**src/rtl/multicycle_controller_if.sv**
```systemverilog
// Control/status bundle between the multicycle MIPS controller (master) and its datapath (slave).
interface multicycle_controller_if #(
    parameter int RETIRE_CNT_W = 32
);
    logic [5:0]              op;
    logic [5:0]              funct;
    logic                    zero;
    logic                    mem_ready;
    logic                    mem_req;
    logic                    mem_we;
    logic                    iord;
    logic                    irwrite;
    logic                    pcen;
    logic [1:0]              pcsrc;
    logic                    alusrca;
    logic [1:0]              alusrcb;
    logic [2:0]              alucontrol;
    logic                    regwrite;
    logic                    regdst;
    logic                    memtoreg;
    logic                    illegal;
    logic [RETIRE_CNT_W-1:0] retired;

    modport master (
        input  op, funct, zero, mem_ready,
        output mem_req, mem_we, iord, irwrite, pcen, pcsrc, alusrca, alusrcb,
               alucontrol, regwrite, regdst, memtoreg, illegal, retired
    );

    modport slave (
        output op, funct, zero, mem_ready,
        input  mem_req, mem_we, iord, irwrite, pcen, pcsrc, alusrca, alusrcb,
               alucontrol, regwrite, regdst, memtoreg, illegal, retired
    );
endinterface

```
**src/rtl/multicycle_controller.sv**
```systemverilog
// Per-cycle control schedule for the shared multicycle MIPS datapath.
// state    | meaning
// FETCH    | read instruction at PC, PC <= PC+4 on mem_ready
// DECODE   | branch target into ALUOut, dispatch on op/funct
// MEMADR   | effective address A + imm
// MEMRD    | load data read, wait for mem_ready
// MEMWB    | write load data to rt
// MEMWR    | store data write, wait for mem_ready
// RTYPE_EX | ALU op on A,B selected by funct
// RTYPE_WB | write ALU result to rd
// BEQ      | compare A,B; take branch when zero
// ADDI_EX  | A + imm
// ADDI_WB  | write result to rt
// JUMP     | PC <= jump target
// ILLEGAL  | halted, exit only by reset
module multicycle_controller #(
    parameter bit HALT_ON_ILLEGAL = 1'b1,
    parameter int RETIRE_CNT_W    = 32
) (
    input  logic clk,
    input  logic reset_n,
    multicycle_controller_if.master bus
);
    typedef enum logic [3:0] {
        S_FETCH, S_DECODE, S_MEMADR, S_MEMRD, S_MEMWB, S_MEMWR, S_RTYPE_EX,
        S_RTYPE_WB, S_BEQ, S_ADDI_EX, S_ADDI_WB, S_JUMP, S_ILLEGAL
    } state_t;

    state_t                  r_state;
    state_t                  w_next;
    logic                    r_illegal;
    logic [RETIRE_CNT_W-1:0] r_retired;
    logic                    w_funct_ok;
    logic [2:0]              w_rtype_alu;
    logic                    w_retire;

    always_comb begin
        w_funct_ok  = 1'b1;
        w_rtype_alu = 3'b010;
        case (bus.funct)
            6'b100001: w_rtype_alu = 3'b010;
            6'b100011: w_rtype_alu = 3'b110;
            6'b100100: w_rtype_alu = 3'b000;
            6'b100101: w_rtype_alu = 3'b001;
            6'b101011: w_rtype_alu = 3'b111;
            default:   w_funct_ok  = 1'b0;
        endcase
    end

    always_comb begin
        w_next = r_state;
        case (r_state)
            S_FETCH:    if (bus.mem_ready) w_next = S_DECODE;
            S_DECODE: begin
                case (bus.op)
                    6'b000000: w_next = w_funct_ok ? S_RTYPE_EX : S_ILLEGAL;
                    6'b100011,
                    6'b101011: w_next = S_MEMADR;
                    6'b000100: w_next = S_BEQ;
                    6'b001001: w_next = S_ADDI_EX;
                    6'b000010: w_next = S_JUMP;
                    default:   w_next = S_ILLEGAL;
                endcase
                // Non-halting build drops the bad instruction and refetches.
                if (w_next == S_ILLEGAL && !HALT_ON_ILLEGAL) w_next = S_FETCH;
            end
            S_MEMADR:   w_next = (bus.op == 6'b100011) ? S_MEMRD : S_MEMWR;
            S_MEMRD:    if (bus.mem_ready) w_next = S_MEMWB;
            S_MEMWR:    if (bus.mem_ready) w_next = S_FETCH;
            S_RTYPE_EX: w_next = S_RTYPE_WB;
            S_ADDI_EX:  w_next = S_ADDI_WB;
            S_MEMWB, S_RTYPE_WB, S_BEQ, S_ADDI_WB, S_JUMP: w_next = S_FETCH;
            S_ILLEGAL:  w_next = S_ILLEGAL;
            default:    w_next = S_FETCH;
        endcase
    end

    assign w_retire = (r_state == S_MEMWB) || (r_state == S_MEMWR && bus.mem_ready) ||
                      (r_state == S_RTYPE_WB) || (r_state == S_BEQ) ||
                      (r_state == S_ADDI_WB) || (r_state == S_JUMP);

    always_ff @(posedge clk or negedge reset_n) begin
        if (!reset_n) begin
            r_state   <= S_FETCH;
            r_illegal <= 1'b0;
            r_retired <= '0;
        end else begin
            r_state <= w_next;
            if (w_next == S_ILLEGAL) r_illegal <= 1'b1;
            if (w_retire) r_retired <= r_retired + RETIRE_CNT_W'(1);
        end
    end

    // Outputs decode from state only, except the handshake/zero qualified enables.
    always_comb begin
        bus.mem_req    = 1'b0;
        bus.mem_we     = 1'b0;
        bus.iord       = 1'b0;
        bus.irwrite    = 1'b0;
        bus.pcen       = 1'b0;
        bus.pcsrc      = 2'b00;
        bus.alusrca    = 1'b0;
        bus.alusrcb    = 2'b00;
        bus.alucontrol = 3'b010;
        bus.regwrite   = 1'b0;
        bus.regdst     = 1'b0;
        bus.memtoreg   = 1'b0;
        if (reset_n) begin
            case (r_state)
                S_FETCH: begin
                    bus.mem_req = 1'b1;
                    bus.alusrcb = 2'b01;
                    bus.irwrite = bus.mem_ready;
                    bus.pcen    = bus.mem_ready;
                end
                S_DECODE:   bus.alusrcb = 2'b11;
                S_MEMADR: begin
                    bus.alusrca = 1'b1;
                    bus.alusrcb = 2'b10;
                end
                S_MEMRD: begin
                    bus.mem_req = 1'b1;
                    bus.iord    = 1'b1;
                end
                S_MEMWB: begin
                    bus.regwrite = 1'b1;
                    bus.memtoreg = 1'b1;
                end
                S_MEMWR: begin
                    bus.mem_req = 1'b1;
                    bus.mem_we  = 1'b1;
                    bus.iord    = 1'b1;
                end
                S_RTYPE_EX: begin
                    bus.alusrca    = 1'b1;
                    bus.alucontrol = w_rtype_alu;
                end
                S_RTYPE_WB: begin
                    bus.regwrite   = 1'b1;
                    bus.regdst     = 1'b1;
                    bus.alucontrol = w_rtype_alu;
                end
                S_BEQ: begin
                    bus.alusrca    = 1'b1;
                    bus.alucontrol = 3'b110;
                    bus.pcsrc      = 2'b01;
                    bus.pcen       = bus.zero;
                end
                S_ADDI_EX: begin
                    bus.alusrca = 1'b1;
                    bus.alusrcb = 2'b10;
                end
                S_ADDI_WB:  bus.regwrite = 1'b1;
                S_JUMP: begin
                    bus.pcsrc = 2'b10;
                    bus.pcen  = 1'b1;
                end
                default: ;
            endcase
        end
    end

    assign bus.illegal = r_illegal;
    assign bus.retired = r_retired;
endmodule

```
**src/flat_wrapper.sv**
```systemverilog
// flat-port wrapper written by rule: the top's interface ports become plain ports
module multicycle_controller_flat 
#(
    parameter bit HALT_ON_ILLEGAL = 1'b1,
    parameter int RETIRE_CNT_W    = 32
)
  (clk, reset_n, bus_op, bus_funct, bus_zero, bus_mem_ready, bus_mem_req, bus_mem_we, bus_iord, bus_irwrite, bus_pcen, bus_pcsrc, bus_alusrca, bus_alusrcb, bus_alucontrol, bus_regwrite, bus_regdst, bus_memtoreg, bus_illegal, bus_retired);
  multicycle_controller_if #(.RETIRE_CNT_W(RETIRE_CNT_W)) bus_i ();
  input  logic clk;
  input  logic reset_n;
  input wire logic [$bits(bus_i.op)-1:0] bus_op;
  input wire logic [$bits(bus_i.funct)-1:0] bus_funct;
  input wire logic [$bits(bus_i.zero)-1:0] bus_zero;
  input wire logic [$bits(bus_i.mem_ready)-1:0] bus_mem_ready;
  output wire logic [$bits(bus_i.mem_req)-1:0] bus_mem_req;
  output wire logic [$bits(bus_i.mem_we)-1:0] bus_mem_we;
  output wire logic [$bits(bus_i.iord)-1:0] bus_iord;
  output wire logic [$bits(bus_i.irwrite)-1:0] bus_irwrite;
  output wire logic [$bits(bus_i.pcen)-1:0] bus_pcen;
  output wire logic [$bits(bus_i.pcsrc)-1:0] bus_pcsrc;
  output wire logic [$bits(bus_i.alusrca)-1:0] bus_alusrca;
  output wire logic [$bits(bus_i.alusrcb)-1:0] bus_alusrcb;
  output wire logic [$bits(bus_i.alucontrol)-1:0] bus_alucontrol;
  output wire logic [$bits(bus_i.regwrite)-1:0] bus_regwrite;
  output wire logic [$bits(bus_i.regdst)-1:0] bus_regdst;
  output wire logic [$bits(bus_i.memtoreg)-1:0] bus_memtoreg;
  output wire logic [$bits(bus_i.illegal)-1:0] bus_illegal;
  output wire logic [$bits(bus_i.retired)-1:0] bus_retired;
  assign bus_i.op = bus_op;
  assign bus_i.funct = bus_funct;
  assign bus_i.zero = bus_zero;
  assign bus_i.mem_ready = bus_mem_ready;
  assign bus_mem_req = bus_i.mem_req;
  assign bus_mem_we = bus_i.mem_we;
  assign bus_iord = bus_i.iord;
  assign bus_irwrite = bus_i.irwrite;
  assign bus_pcen = bus_i.pcen;
  assign bus_pcsrc = bus_i.pcsrc;
  assign bus_alusrca = bus_i.alusrca;
  assign bus_alusrcb = bus_i.alusrcb;
  assign bus_alucontrol = bus_i.alucontrol;
  assign bus_regwrite = bus_i.regwrite;
  assign bus_regdst = bus_i.regdst;
  assign bus_memtoreg = bus_i.memtoreg;
  assign bus_illegal = bus_i.illegal;
  assign bus_retired = bus_i.retired;
  multicycle_controller #(.HALT_ON_ILLEGAL(HALT_ON_ILLEGAL), .RETIRE_CNT_W(RETIRE_CNT_W)) u_core (.clk(clk), .reset_n(reset_n), .bus(bus_i));
endmodule
```
**config.mk**
```make
export PLATFORM = sky130hd
export DESIGN_NAME = multicycle_controller_flat
export DESIGN_NICKNAME = d
export VERILOG_FILES = /design/src/rtl/multicycle_controller_if.sv /design/src/rtl/multicycle_controller.sv /design/src/flat_wrapper.sv
export SDC_FILE = /design/constraint.sdc
export NUM_CORES = 1
export LEC_CHECK = 0
export BUFFER_PORTS_ARGS = -buffer_cell sky130_fd_sc_hd__buf_2
export CORE_ASPECT_RATIO = 1.1
export CORE_MARGIN = 5
export CORE_UTILIZATION = 47
export CTS_CLUSTER_DIAMETER = 100
export DETAILED_ROUTE_END_ITERATION = 8
export HOLD_SLACK_MARGIN = 0.15
export PLACE_DENSITY = 0.74
export SYNTH_ARGS = -nofsm -noshare
export SYNTH_HDL_FRONTEND = slang
export SYNTH_SLANG_ARGS = --single-unit
export TNS_END_PERCENT = 10
```
**constraint.sdc**
```tcl
create_clock -name clk -period 1.54 [get_ports clk]
set_input_delay 0 -clock clk [delete_from_list [all_inputs] [get_ports clk]]
set_output_delay 0 -clock clk [all_outputs]
set_load 0.005 [all_outputs]
```
==> impl_metrics.env, run 1 <==
export IMPL_worst_path_largest_cell_delay_ps=400
export IMPL_cts_clk_slew_worst_paths_ps=80
export IMPL_arrival_ps=1820
export IMPL_finalWorstSetupSlack_ps=-93.9
export IMPL_hold_violations=0
export IMPL_yosysTopAreaCell="dfrtp_1"
export IMPL_synth_top_family_by_area="simple AND/OR/NAND/NOR gates"
export IMPL_syn_nets=249
export IMPL_syn_cell_area_um2=2190
export IMPL_synth_area_mux_share=0.00971
export IMPL_status="finished with violations"
export IMPL_layout_cells_non_filler=394
export IMPL_synthToLayoutAreaGrowth_pct=42.6
export IMPL_wl_met3_um=273
export IMPL_synth_main_ff_cell="dfrtp_1"
export IMPL_cp_common_cell="nand4_4"
export IMPL_grt_pass1_vias=1992
export IMPL_synth_compound_area_share=0.0811
export IMPL_diodes=0
export IMPL_setup_viol=7
export IMPL_fin_crit_ps=1630
export IMPL_synth_edff_count=0
export IMPL_yosysWarnings=0
export IMPL_worstSetupEndpointType="flip-flop"
export IMPL_ys_ff_latch=37
export IMPL_yosys_area_share_adder=0.00571
export IMPL_violations="setup timing"
export IMPL_start_kind="flip-flop"
export IMPL_met2_length_mm=2.73
export IMPL_seq_area_um2=927
export IMPL_power_density_nw_per_um2=1140
export IMPL_ant_nets=0
export IMPL_top_layer="met4"
export IMPL_synth_xor_area_share=0.135
export IMPL_first_pass_iters=4
export IMPL_path_delay_family="simple AND/OR/NAND/NOR gates"
export IMPL_min_period_over_period=1.06
export IMPL_path_cells="nand4_4 -> nor4_4 -> and4_1 -> buf_6 -> nand4_4 -> xnor2_2"
export IMPL_routed_wl_mm=5.60
export IMPL_fillCellCount=372
export IMPL_synth_top_area_share=0.423
export IMPL_drv_cap=0
export IMPL_grt_max_degree=27
export IMPL_path_max_fanout=7
export IMPL_synth_async_reset_ratio=1.00
export IMPL_htree_levels=2
export IMPL_synth_most_common_cell="dfrtp_1"
export IMPL_dieWidth_um=75.1
export IMPL_fin_hold_ws_ps=146
export IMPL_tightest_slew_ps=348
export IMPL_grt_ovfl_total=0
export IMPL_detailed_place_hpwl_mm=4.06
export IMPL_drive_gt1_frac=0.456
export IMPL_grt_pass1_wl_mm=8.80
export IMPL_antenna_found_initial=0
export IMPL_power_switching_uw=1250
export IMPL_drtIter0Drc=116
export IMPL_place_gp_congestion=0.851
export IMPL_yosysUniqueCellTypes=52
export IMPL_drv_slew=0
export IMPL_cpMaxStageDelayCell="dfrtp_1"
export IMPL_drt_wirelength_per_cell_um=14.2
export IMPL_root_buffer="clkbuf_8"
export IMPL_yosysSeqAreaShare=0.423
export IMPL_hp_class="primary input to async pin"
export IMPL_netlist_instances=232
export IMPL_cts_tree="done"
export IMPL_finClkSkew_ps=10.8
export IMPL_die_area_um2=6130
export IMPL_power_switching_share=0.353
export IMPL_core_area_um2=4590
export IMPL_pin_count=65
export IMPL_p_leak_uw=0.00166
export IMPL_fmax_mhz=612
export IMPL_relSlewSlack=0.766
export IMPL_vias_per_cell=5.16
export IMPL_cp_required_ps=1730
export IMPL_synth_simple_area_share=0.318
export IMPL_fin_nets=354
export IMPL_num_rows=26
export IMPL_cts_sinks=37
export IMPL_port_buffer_count=64
export IMPL_chipHeight_um=81.6
export IMPL_post_route_drc_count=0
export IMPL_critical_path_buf_inv_count=1
export IMPL_post_place_ws_ps=-17.8
export IMPL_cts_path_max_buffers=2
export IMPL_synth_area_top_cells="dfrtp_1, xnor2_1, xor2_1"
export IMPL_p_int_uw=2300
export IMPL_place_inst=377
export IMPL_cts_made_buffers=5
export IMPL_syn_avg_cell_area_um2=9.44
export IMPL_wl_met1_mm=2.50
export IMPL_start_util=0.477
export IMPL_rsz0062_at_grt="yes"
export IMPL_grt_total_usage=0.184
export IMPL_crit_type="flip-flop to flip-flop"
export IMPL_power_frac_clock=0.204
export IMPL_p_seq_frac=0.341
export IMPL_ir_worst_vdd_mv=0.760
export IMPL_synth_common_cells="dfrtp_1, nand2_1, nor2_1"
export IMPL_multi_input_comb_area_um2=1350
export IMPL_worstSkewPairLatency_ps=290
export IMPL_comb_power_share=0.455
export IMPL_vias=2032
==> cell families (layout without fill, tap and decap cells) <==
logic type	after synthesis	in the layout
AND/OR/NAND/NOR	118	118
flip-flops	37	37
XOR/XNOR	33	33
AO/OA/AOI/OAI	28	28
buffers and inverters	13	119
multiplexers	2	2
adder cells (fa/ha/maj)	1	1
==> flip-flops by register name (all words and copies together) (netlist names) <==
signal              cells
u_core.r_state          4
u_core.bus.retired     32
u_core.bus.illegal      1
==> cell type report <==
cell class,instances,area share
tap,56,0.0224
inverter,5,0.00601
clock buffer,6,0.0264
timing repair buffer,106,0.210
sequential,37,0.297
clock inverter,2,0.00441
multi-input combinational,182,0.433
==> cell usage in the layout (no fill, tap or decap), types with 3 or more instances in the layout <==
| cell type | Yosys | routed |
|---|---|---|
| nand3_2 | 2 | 5 |
| and3_2 | 3 | 4 |
| and4_1 | 4 | 4 |
| nand3_1 | 12 | 9 |
| inv_1 | 5 | 5 |
| dfrtp_1 | 37 | 36 |
| xor2_1 | 14 | 14 |
| nand3b_1 | 3 | 3 |
| and3_1 | 6 | 5 |
| nor2_2 | 0 | 4 |
| nor3b_1 | 3 | 3 |
| xnor2_2 | 1 | 4 |
| nor3_1 | 10 | 7 |
| xnor2_1 | 18 | 15 |
| clkbuf_8 | 0 | 6 |
| buf_6 | 1 | 3 |
| nor2_1 | 22 | 17 |
| o21ai_0 | 7 | 6 |
| nand2b_1 | 8 | 7 |
| nand2_1 | 22 | 20 |
| dlygate4sd3_1 | 0 | 3 |
| buf_2 | 3 | 63 |
| a21oi_1 | 9 | 7 |
| buf_4 | 0 | 36 |
| nand4_4 | 0 | 3 |
==> worst reg2reg max path: cells and delay by family, from the launching register on <==
kind          cells  cell delay [ps]
flops             1              400
simple gates      4              840
buf+inv           1              150
xor+xnor          1              140
==> power groups by stage <==
| stage | Sequential [uW] | Combinational, uW | Clock, uW |
|---|---|---|---|
| floorplan | 1230 | 789 | 0 |
| global placement | 1210 | 1400 | 0 |
| detailed placement | 1220 | 1430 | 0 |
| CTS | 1200 | 1480 | 736 |
| global route | 1230 | 1770 | 768 |
| finish | 1210 | 1620 | 724 |
==> layer usage <==
metal	vias up	track usage
met5	-	0
met3	9	0.0367
met1	970	0.241
met4	0	0.0712
li1	1010	-
met2	43	0.298
==> stage by stage <==
stage	power [uW]	setup TNS (ps)	util	instance area [um^2]
2_1_floorplan	2020	0	-	2190
3_3_place_gp	2620	0	0.607	2790
3_5_place_dp	2650	-38.1	0.607	2790
4_1_cts	3420	-59.2	0.640	2940
5_1_grt	3770	-1910	0.681	3120
6_report	3550	-419	0.681	3120
==> path summary, 6_finish.rpt <==
path	start	end	slack, ps	cells after the start
max in group asynchronous	reset_n	u_core.bus.retired[11]$_DFFE_PN0P_	790	3
worst min-delay path	reset_n	u_core.r_state[3]$_DFF_PN0_	150	2
worst max register to register	u_core.bus.retired[16]$_DFFE_PN0P_	u_core.bus.retired[25]$_DFFE_PN0P_	-90	6
min in group clk	bus_funct[1]	u_core.r_state[3]$_DFF_PN0_	180	3
worst min register to register	u_core.bus.retired[31]$_DFFE_PN0P_	u_core.bus.retired[31]$_DFFE_PN0P_	480	1
worst max-delay path	u_core.bus.retired[16]$_DFFE_PN0P_	u_core.bus.retired[25]$_DFFE_PN0P_	-90	6
==> timing repair <==
| item | CTS | global route |
|---|---|---|
| hold endpoints to repair | 40 | 0 |
| setup buffers | 1 | 5 |
| pin swaps | 1 | 9 |
| hold buffers | 3 | 0 |
| resized for setup | 6 | 31 |
| endpoints found under the setup margin | 9 | 32 |
No activity file was read; power rests on OpenSTA's default activity.
==> run 2, diff against run 1 <==
--- a/config.mk
+++ b/config.mk
@@ -12,7 +12,8 @@
 export CTS_CLUSTER_DIAMETER = 100
 export DETAILED_ROUTE_END_ITERATION = 8
 export HOLD_SLACK_MARGIN = 0.15
-export PLACE_DENSITY = 0.74
+export MAX_ROUTING_LAYER = met4
+export PLACE_DENSITY = 0.77
 export SYNTH_ARGS = -nofsm -noshare
 export SYNTH_HDL_FRONTEND = slang
 export SYNTH_SLANG_ARGS = --single-unit
==> run 2 against run 1 <==
First-iteration DRC count increased by 16%; non-clock buffer count increased by 3; the flow still finishes with violations (setup timing); global-route usage increased by 1.8 points.
==> impl_metrics.env, run 2 (same netlist as run 1, synthesis figures left out) <==
export IMPL_post_route_drc_count=0
export IMPL_root_buffer="clkbuf_8"
export IMPL_antenna_found_initial=0
export IMPL_critical_path_buf_inv_count=2
export IMPL_arrival_ps=1570
export IMPL_path_delay_family="flip-flops"
export IMPL_final_cell_mix="buf_2, buf_4, dfrtp_1, nand2_1, nor2_1"
export IMPL_wl_met3_um=265
export IMPL_grt_max_degree=23
export IMPL_core_area_um2=4590
export IMPL_fmax_mhz=637
export IMPL_worstSkewPairLatency_ps=290
export IMPL_pin_count=65
export IMPL_first_pass_iters=4
export IMPL_cts_tree="done"
export IMPL_r2r_start="u_core.r_state[3]$_DFF_PN0_"
export IMPL_synthToLayoutAreaGrowth_pct=43.0
export IMPL_hold_path_startpoint="bus_funct[2]"
export IMPL_detailed_place_hpwl_mm=4.14
export IMPL_relSlewSlack=0.768
export IMPL_grt_total_usage=0.202
export IMPL_fillCellCount=343
export IMPL_chipHeight_um=81.6
export IMPL_vias_per_cell=5.21
export IMPL_fin_hold_ws_ps=173
export IMPL_htree_levels=2
export IMPL_layout_cells_non_filler=397
export IMPL_drv_slew=0
export IMPL_multi_input_comb_area_um2=1350
export IMPL_ir_worst_vdd_mv=0.865
export IMPL_start_kind="flip-flop"
export IMPL_die_area_um2=6130
export IMPL_cts_made_buffers=5
export IMPL_finalPower_uw=3560
export IMPL_fin_nets=357
export IMPL_cts_path_max_buffers=2
export IMPL_status="finished with violations"
export IMPL_grt_ovfl_total=0
export IMPL_power_density_nw_per_um2=1140
export IMPL_reg2reg_to="u_core.bus.retired[25]$_DFFE_PN0P_"
export IMPL_met2_length_mm=3.03
export IMPL_path_cells="buf_4 -> and2b_2 -> and3_4 -> a31o_2 -> buf_2"
export IMPL_place_inst=383
export IMPL_violations="setup timing"
export IMPL_tightest_slew_ps=344
export IMPL_setup_viol=8
export IMPL_grt_pass1_wl_mm=9.28
export IMPL_finClkSkew_ps=7.99
export IMPL_hp_class="primary input to flip-flop"
export IMPL_grt_pass1_vias=2028
export IMPL_place_gp_congestion=0.842
export IMPL_port_buffer_count=64
export IMPL_cpMaxStageDelayCell="dfrtp_1"
export IMPL_worst_path_largest_cell_delay_ps=410
export IMPL_endpoint="bus_alucontrol[2]"
export IMPL_cp_depth=5
export IMPL_ant_nets=0
export IMPL_worstSetupEndpointType="output port"
export IMPL_top_layer="met4"
export IMPL_vias=2067
export IMPL_dieWidth_um=75.1
export IMPL_path_max_fanout=4
export IMPL_crit_start="u_core.r_state[3]$_DFF_PN0_"
export IMPL_fin_util=0.683
export IMPL_largest_reg_flops=32
export IMPL_setup_tns_ps=-120
export IMPL_crit_type="flip-flop to output port"
export IMPL_cts_sinks=37
export IMPL_cp_required_ps=1540
export IMPL_hold_violations=0
export IMPL_min_period_over_period=1.02
export IMPL_reg2reg_depth=5
export IMPL_p_leak_uw=0.00162
export IMPL_layout_commonest_cell="buf_2"
export IMPL_rsz0062_at_grt="yes"
export IMPL_cts_clk_slew_worst_paths_ps=70
export IMPL_r2r_slack_ps=-20
export IMPL_fin_crit_ps=1570
export IMPL_wl_met1_mm=2.41
export IMPL_diodes=0
export IMPL_num_rows=26
export IMPL_drt_wirelength_per_cell_um=14.6
export IMPL_finalWorstSetupSlack_ps=-29.6
export IMPL_start_util=0.477
export IMPL_seq_area_um2=927
export IMPL_routed_wl_mm=5.80
export IMPL_drive_gt1_frac=0.455
export IMPL_drv_cap=0
export IMPL_drtIter0Drc=134
==> run 2: worst min-delay path by stage <==
stage	slack, ps	to	depth (start not counted)
after floorplan	-300	u_core.bus.illegal$_DFFE_PN0N_	0
final	170	u_core.r_state[3]$_DFF_PN0_	3
after CTS	150	u_core.r_state[3]$_DFF_PN0_	3
after detailed placement	-140	u_core.r_state[1]$_DFF_PN0_	1
after global routing	190	u_core.r_state[1]$_DFF_PN0_	4
after global placement	-140	u_core.r_state[0]$_DFF_PN0_	1
==> run 2: power breakdown <==
part | internal (uW) | switching [uW] | total [uW]
logic | 849 | 839 | 1690
registers | 1100 | 108 | 1210
clock network | 314 | 351 | 665
total | 2260 | 1300 | 3560
==> run 2: stage by stage <==
step / instance area, um^2 / setup WS [ps]
after detailed placement: 2830 / -116
after global routing: 3130 / -79.8
final: 3130 / -29.6
after floorplan: 2190 / 10.3
after CTS: 3030 / -29.9
after global placement: 2830 / -58.9
==> run 2: what timing repair did <==
item,in CTS,in global routing
endpoints found under the hold margin,41,0
pin swaps,1,4
resized for setup,16,21
endpoints found under the setup margin,28,35
buffers inserted,0,1
cloned,0,0
hold buffers,5,0
==> run 2: metal layers <==
metal / global-route usage / up-vias
li1: - / 1021
met1: 0.246 / 974
met2: 0.331 / 60
met3: 0.0355 / 12
met4: 0.0819 / 0
met5: - / -
==> run 2: worst reg2reg max path: stages, from the launching register on <==
cell      delay, ps
dfrtp_1         410
nand2b_2        240
a21oi_4         200
and4_4          320
nand4_2         140
xnor2_2         150
==> run 2: layout make-up <==
type                    count  area share
clock buffers               6      0.0232
clock inverters             2     0.00320
inverters                   5     0.00599
multi-input cells         182       0.431
flip-flops and latches     37       0.296
well taps                  56      0.0224
repair buffers            109       0.218
